==> src/rtl/mips_pkg.sv <==
// Shared MIPS pipeline encodings (load types, write-back source selects) and width defaults.
package mips_pkg;

    localparam int DATA_W_DEF = 32;
    localparam int REG_AW_DEF = 5;
    localparam int SEL_W_DEF  = 2;
    localparam int CNT_W_DEF  = 16;

    typedef enum logic [2:0] {
        LT_LW  = 3'd0,
        LT_LB  = 3'd1,
        LT_LBU = 3'd2,
        LT_LH  = 3'd3,
        LT_LHU = 3'd4
    } load_type_e;

    typedef enum logic [1:0] {
        WB_SEL_ALU  = 2'd0,
        WB_SEL_LOAD = 2'd1,
        WB_SEL_LINK = 2'd2,
        WB_SEL_HILO = 2'd3
    } wb_sel_e;

    function automatic logic is_half_load(input logic [2:0] lt);
        return (lt == LT_LH) || (lt == LT_LHU);
    endfunction

endpackage

==> src/rtl/load_align.sv <==
// Combinational little-endian lane select and sign/zero extension of load data; flags odd halfword addresses.
module load_align
    import mips_pkg::*;
#(
    parameter int DATA_W = DATA_W_DEF
) (
    input  logic [DATA_W-1:0] load_data_i,
    input  logic [1:0]        addr_low_i,
    input  logic [2:0]        load_type_i,
    output logic [DATA_W-1:0] aligned_o,
    output logic              misalign_o
);

    logic [31:0] word;
    logic [7:0]  byte_lane;
    logic [15:0] half_lane;

    // Only the low word is laned, so a 64-bit datapath behaves like a sign-extending LW.
    assign word      = load_data_i[31:0];
    assign byte_lane = word[{addr_low_i, 3'b000} +: 8];
    assign half_lane = word[{addr_low_i[1], 4'b0000} +: 16];

    always_comb begin
        aligned_o = DATA_W'($signed(word));
        case (load_type_i)
            LT_LB:   aligned_o = DATA_W'($signed(byte_lane));
            LT_LBU:  aligned_o = DATA_W'(byte_lane);
            LT_LH:   aligned_o = DATA_W'($signed(half_lane));
            LT_LHU:  aligned_o = DATA_W'(half_lane);
            default: aligned_o = DATA_W'($signed(word));
        endcase
    end

    assign misalign_o = is_half_load(load_type_i) && addr_low_i[0];

endmodule

==> src/rtl/writeback_stage_pipe.sv <==
// MEM/WB register with load alignment, result select, write-port drive and retired-write counter.
// Optional one-deep committed-write history for ID forwarding when WB_HISTORY_EN is defined.
module writeback_stage_pipe
    import mips_pkg::*;
#(
    parameter int DATA_W = DATA_W_DEF,
    parameter int REG_AW = REG_AW_DEF,
    parameter int SEL_W  = SEL_W_DEF,
    parameter int CNT_W  = CNT_W_DEF
) (
    input  logic              Clk,
    input  logic              Rst,
    input  logic              Valid_MEM,
    input  logic              Stall,
    input  logic              Flush,
    input  logic              RegWrite_MEM,
    input  logic [REG_AW-1:0] WriteReg_MEM,
    input  logic [SEL_W-1:0]  MemReg_MEM,
    input  logic [2:0]        LoadType_MEM,
    input  logic [1:0]        AddrLow_MEM,
    input  logic [DATA_W-1:0] ALUResult_MEM,
    input  logic [DATA_W-1:0] LoadData_MEM,
    input  logic [DATA_W-1:0] PCLink_MEM,
    input  logic [DATA_W-1:0] HiLo_MEM,
    output logic              RegWrite_WB,
    output logic [REG_AW-1:0] WriteReg_WB,
    output logic [DATA_W-1:0] WriteData_WB,
    output logic              Misalign_WB,
`ifdef WB_HISTORY_EN
    output logic              PrevWriteValid,
    output logic [REG_AW-1:0] PrevWriteReg,
    output logic [DATA_W-1:0] PrevWriteData,
`endif
    output logic [CNT_W-1:0]  RetireCnt
);

    if (DATA_W != 32 && DATA_W != 64) begin : g_bad_width
        $error("writeback_stage_pipe: DATA_W must be 32 or 64");
    end

    logic [DATA_W-1:0] load_aligned;
    logic              load_misalign;
    logic [DATA_W-1:0] result_d;
    logic              capture;
    logic              misalign_d;
    logic              we_d;

    logic              regwrite_q;
    logic [REG_AW-1:0] wreg_q;
    logic [DATA_W-1:0] wdata_q;
    logic              misalign_q;
    logic [CNT_W-1:0]  cnt_q;

    load_align #(.DATA_W(DATA_W)) u_load_align (
        .load_data_i (LoadData_MEM),
        .addr_low_i  (AddrLow_MEM),
        .load_type_i (LoadType_MEM),
        .aligned_o   (load_aligned),
        .misalign_o  (load_misalign)
    );

    always_comb begin
        result_d = ALUResult_MEM;
        case (MemReg_MEM)
            SEL_W'(WB_SEL_LOAD): result_d = load_aligned;
            SEL_W'(WB_SEL_LINK): result_d = PCLink_MEM;
            SEL_W'(WB_SEL_HILO): result_d = HiLo_MEM;
            default:             result_d = ALUResult_MEM;
        endcase
    end

    // The misalign flag from the aligner only matters when the load result is actually selected.
    assign capture    = !Stall && Valid_MEM && !Flush;
    assign misalign_d = capture && (MemReg_MEM == SEL_W'(WB_SEL_LOAD)) && load_misalign;
    assign we_d       = capture && RegWrite_MEM && (WriteReg_MEM != '0) && !misalign_d;

    always_ff @(posedge Clk or posedge Rst) begin
        if (Rst) begin
            regwrite_q <= 1'b0;
            wreg_q     <= '0;
            wdata_q    <= '0;
            misalign_q <= 1'b0;
            cnt_q      <= '0;
        end else if (Stall) begin
            misalign_q <= 1'b0;
        end else begin
            regwrite_q <= we_d;
            misalign_q <= misalign_d;
            if (capture) begin
                wreg_q  <= WriteReg_MEM;
                wdata_q <= result_d;
            end
            if (we_d) begin
                cnt_q <= cnt_q + CNT_W'(1);
            end
        end
    end

    assign RegWrite_WB  = regwrite_q;
    assign WriteReg_WB  = wreg_q;
    assign WriteData_WB = wdata_q;
    assign Misalign_WB  = misalign_q;
    assign RetireCnt    = cnt_q;

`ifdef WB_HISTORY_EN
    logic              last_vld_q;
    logic [REG_AW-1:0] last_reg_q;
    logic [DATA_W-1:0] last_dat_q;
    logic              prev_vld_q;
    logic [REG_AW-1:0] prev_reg_q;
    logic [DATA_W-1:0] prev_dat_q;

    // last_* tracks the newest commit even across bubbles; prev_* is the one before it.
    always_ff @(posedge Clk or posedge Rst) begin
        if (Rst) begin
            last_vld_q <= 1'b0;
            last_reg_q <= '0;
            last_dat_q <= '0;
            prev_vld_q <= 1'b0;
            prev_reg_q <= '0;
            prev_dat_q <= '0;
        end else if (we_d) begin
            last_vld_q <= 1'b1;
            last_reg_q <= WriteReg_MEM;
            last_dat_q <= result_d;
            prev_vld_q <= last_vld_q;
            prev_reg_q <= last_reg_q;
            prev_dat_q <= last_dat_q;
        end
    end

    assign PrevWriteValid = prev_vld_q;
    assign PrevWriteReg   = prev_reg_q;
    assign PrevWriteData  = prev_dat_q;
`endif

endmodule

==> config.mk <==
export PLATFORM = sky130hd
export DESIGN_NAME = writeback_stage_pipe
export DESIGN_NICKNAME = d
export VERILOG_FILES = /design/src/rtl/mips_pkg.sv /design/src/rtl/load_align.sv /design/src/rtl/writeback_stage_pipe.sv
export SDC_FILE = /design/constraint.sdc
export NUM_CORES = 1
export LEC_CHECK = 0
export CORE_MARGIN = 2
export CORE_UTILIZATION = 37
export DETAILED_ROUTE_END_ITERATION = 12
export GPL_ROUTABILITY_DRIVEN = 0
export PLACE_DENSITY = 0.88
export REMOVE_ABC_BUFFERS = 1
export SKIP_LAST_GASP = 1
export SYNTH_ARGS = -nofsm -noshare
export SYNTH_HDL_FRONTEND = slang
export SYNTH_HIERARCHICAL = 1
export SYNTH_SLANG_ARGS = --single-unit
==> constraint.sdc <==
create_clock -name Clk -period 1.7 [get_ports Clk]
set_input_delay 0.34 -clock Clk [delete_from_list [all_inputs] [get_ports Clk]]
set_output_delay 0.34 -clock Clk [all_outputs]
set_load 0.1 [all_outputs]
==> results.ini <==
[die]
die-area_mm2 = 0.0114
rows = 37
die_y_um = 107
start_util_pct = 38.1
io_pins = 201
core-area_mm2 = 0.0103
dieWidth_um = 107

[clock_network]
clock_path_buffers = 2
clock_latency_ns = 0.31
cts_tree = done
hold_buffers = 0
h-tree-depth = 2
cts_sinks = 55
cts_inserted_buffers = 5
root_buffer = clkbuf_8
clkSlewWorstSetupHoldPaths_ns = 0.12

[routing]
drcViolationCount = 0
wl_um = 16900
wl_per_cell_um = 23.1
vias_per_cell = 5.71
drt_iter0_drc = 210
detail-route-antenna-nets = 0
drt_pass1_iterations = 6
vias = 4193

[power]
seqPwrFrac_pct = 24.7
clkPwrFrac_pct = 10.7
switchingPower_mw = 3.57
p_per_area_mw_per_mm2 = 955
swShare_pct = 47.5
p_leak_nw = 3.44
pwr-share-comb_pct = 64.5
irDropWorstVdd_mv = 0.706
p_int_mw = 3.94

[placement]
io_buffer_count = 200
post-dp-hpwl_um = 11600
dp_slack_ns = -1.23
dp_cells = 706

[cells_and_area]
antenna_cells = 0
syn_to_final_growth_pct = 101
seq_area_mm2 = 0.00138
multi_input_area_mm2 = 0.00286
drive_above_1_share_pct = 49.7
final_util_pct = 76.4
fill_cells = 640
final_cells = 734
final_common_cell = clkdlybuf4s50_1
fin_nets = 744
final_cell_mix = 123 x clkdlybuf4s50_1, 75 x buf_4, 60 x buf_12

[outcome]
violations = negative setup slack
status = finished with violations

[setup_path]
reg2reg_from = RetireCnt[4]
regToRegEndpoint = RetireCnt[15]
r2r_cells = 4
path_delay_family = multiplexers
crit_fanout = 2
cp_slowest_stage_delay_ns = 0.45
critPathArrivalTime_ns = 2.28
r2r_setup_slack_ns = -0.05
cp-start-kind = primary input
cpMaxStageDelayCell = clkdlybuf4s50_1
worst-path-buf-inv = 1
cp_cell_sequence = clkdlybuf4s50_1 -> mux2i_1 -> o21a_1 -> a211oi_1 -> a221o_1 -> mux4_2 -> mux2_4
cp.required_ns = 1.91
timing_worst_setup_path_type = primary input to register
endpoint_kind = register

[sta]
fin_skew_ns = 0.00222
tightest_slew_ns = 0.598
slew_viol_final = 0
worst_slack_ns = -0.373
post-route-period-util_pct = 122
rsz0062_at_grt = true
holdWs_ns = 0.276
period_minus_slack_ns = 2.07
relSlewSlack_pct = 60.0
finalHoldViolCount = 0
setup_viol = 35
fmax_mhz = 482

[global_routing]
grt_pass1_vias = 4558
grt_pass1_wl_um = 25300
grtUsageTotal_pct = 28.7
overflow = 0
antenna_found_initial = 0
grt_max_degree = 56

[logic_synthesis]
async_flop_share_pct = 100
ys_seq_area_share_pct = 35.2
netlist_instances = 321
synth_edf_count = 0
syn_avg_cell_area_um2 = 12.2
yosysWarnings = 6
synth_area_mm2 = 0.00391
ys_ff_latch = 55
synth_cell_types = 49
ys.flop_type = dfrtp_1

[worst_hold_path]
hold_depth = 2
hold_end = WriteReg_WB[2]
hold_path_startpoint = WriteReg_MEM[2]
min_path_type = primary input to register

[run]
max-cap-violations = 0

==> Yosys cell counts (all sizes together) (2+ instances only) <==
library cell | number | area [µm²]
dfrtp | 55 | 1380
buf | 15 | 87.6
a221o | 7 | 70.1
nand2b | 8 | 50.1
nand3 | 2 | 15.0
inv | 5 | 18.8
o21ai | 5 | 28.8
o2111ai | 2 | 17.5
mux4 | 33 | 743
a21o | 17 | 128
nand3b | 2 | 15.0
nand4 | 6 | 43.8
mux2i | 15 | 150
nor4 | 7 | 43.8
nand2 | 28 | 105
nor3 | 2 | 10.0
or4 | 3 | 30.0
nor2 | 5 | 18.8
clkbuf | 10 | 37.5
a211oi | 7 | 52.6
a21boi | 2 | 15.0
mux2 | 39 | 447
o21a | 8 | 60.1
o221ai | 7 | 61.3
xor2 | 10 | 87.6
xnor2 | 7 | 68.8
==> kinds of logic (layout without fill, tap and decap cells) <==
kind of cell,count (synthesis),after routing,share of synthesized area (%)
simple gates,70,70,9.79
fa+ha+maj,2,2,0.576
xor+xnor,17,17,4.00
mux,87,87,34.2
buf+inv,30,306,3.68
compound gates,60,61,12.5
flops,55,55,35.2
==> registers in the layout (all words and copies together), names as in the netlist <==
register and count:
WriteData_WB 32, RetireCnt 16, WriteReg_WB 5, Misalign_WB 1, RegWrite_WB 1
==> metrics by stage <==
| stage | setup TNS [ns] | power [mW] | instance area, µm² |
|---|---|---|---|
| final | -10.07 | 7.50 | 7860 |
| after global routing | -10.96 | 7.74 | 7860 |
| after CTS | -7.69 | 7.40 | 7640 |
| after detailed placement | -52.82 | 6.42 | 7120 |
| after global placement | -49.42 | 6.32 | 7120 |
| after floorplan | -77.83 | 4.30 | 3790 |
==> power groups by stage <==
stage	combinational, mW	clock [mW]	sequential [mW]
CTS	4.74	0.811	1.85
detailed placement	4.54	0	1.88
floorplan	0.636	0	3.66
finish	4.84	0.804	1.86
global route	4.98	0.877	1.89
global placement	4.47	0	1.85
==> cell type report <==
class	instances	area share, %
Tap cell	136	2.17
Inverter	5	0.303
Timing Repair Buffer	293	42.5
Multi-Input combinational cell	237	36.4
Clock inverter	3	0.303
Clock buffer	5	0.876
Sequential cell	55	17.5
==> how the worst max path moves through the flow <==
stage                           startpoint               end  cells after the start
after CTS                   AddrLow_MEM[0]   WriteData_WB[9]                      8
after detailed placement    AddrLow_MEM[0]  WriteData_WB[11]                      7
after global routing      LoadData_MEM[27]  WriteData_WB[11]                      7
after global placement      AddrLow_MEM[0]  WriteData_WB[10]                      7
final                     LoadData_MEM[27]  WriteData_WB[11]                      7
after floorplan                      Stall   WriteData_WB[0]                      2
==> what timing repair did <==
action | in CTS | in global routing
resized for setup | 138 | 37
setup buffers | 13 | 6
setup endpoints to repair | 50 | 42
pin swaps | 23 | 12
gates cloned | 1 | 0
==> layer usage <==
metal | wire [µm] | GRT usage (%)
met2 | 8750 | 50.5
met4 | 730 | 12.2
met1 | 6160 | 34.0
met5 | 0 | 0
met3 | 1290 | 5.90
==> worst reg2reg max path, delay by kind of cell (launching register included) <==
| kind | cells | cell delay [ns] |
|---|---|---|
| AND/OR/NAND/NOR | 3 | 1.14 |
| flip-flops | 1 | 0.38 |
| XOR/XNOR | 1 | 0.14 |
Note: power is estimated with default switching activity, not from simulation.
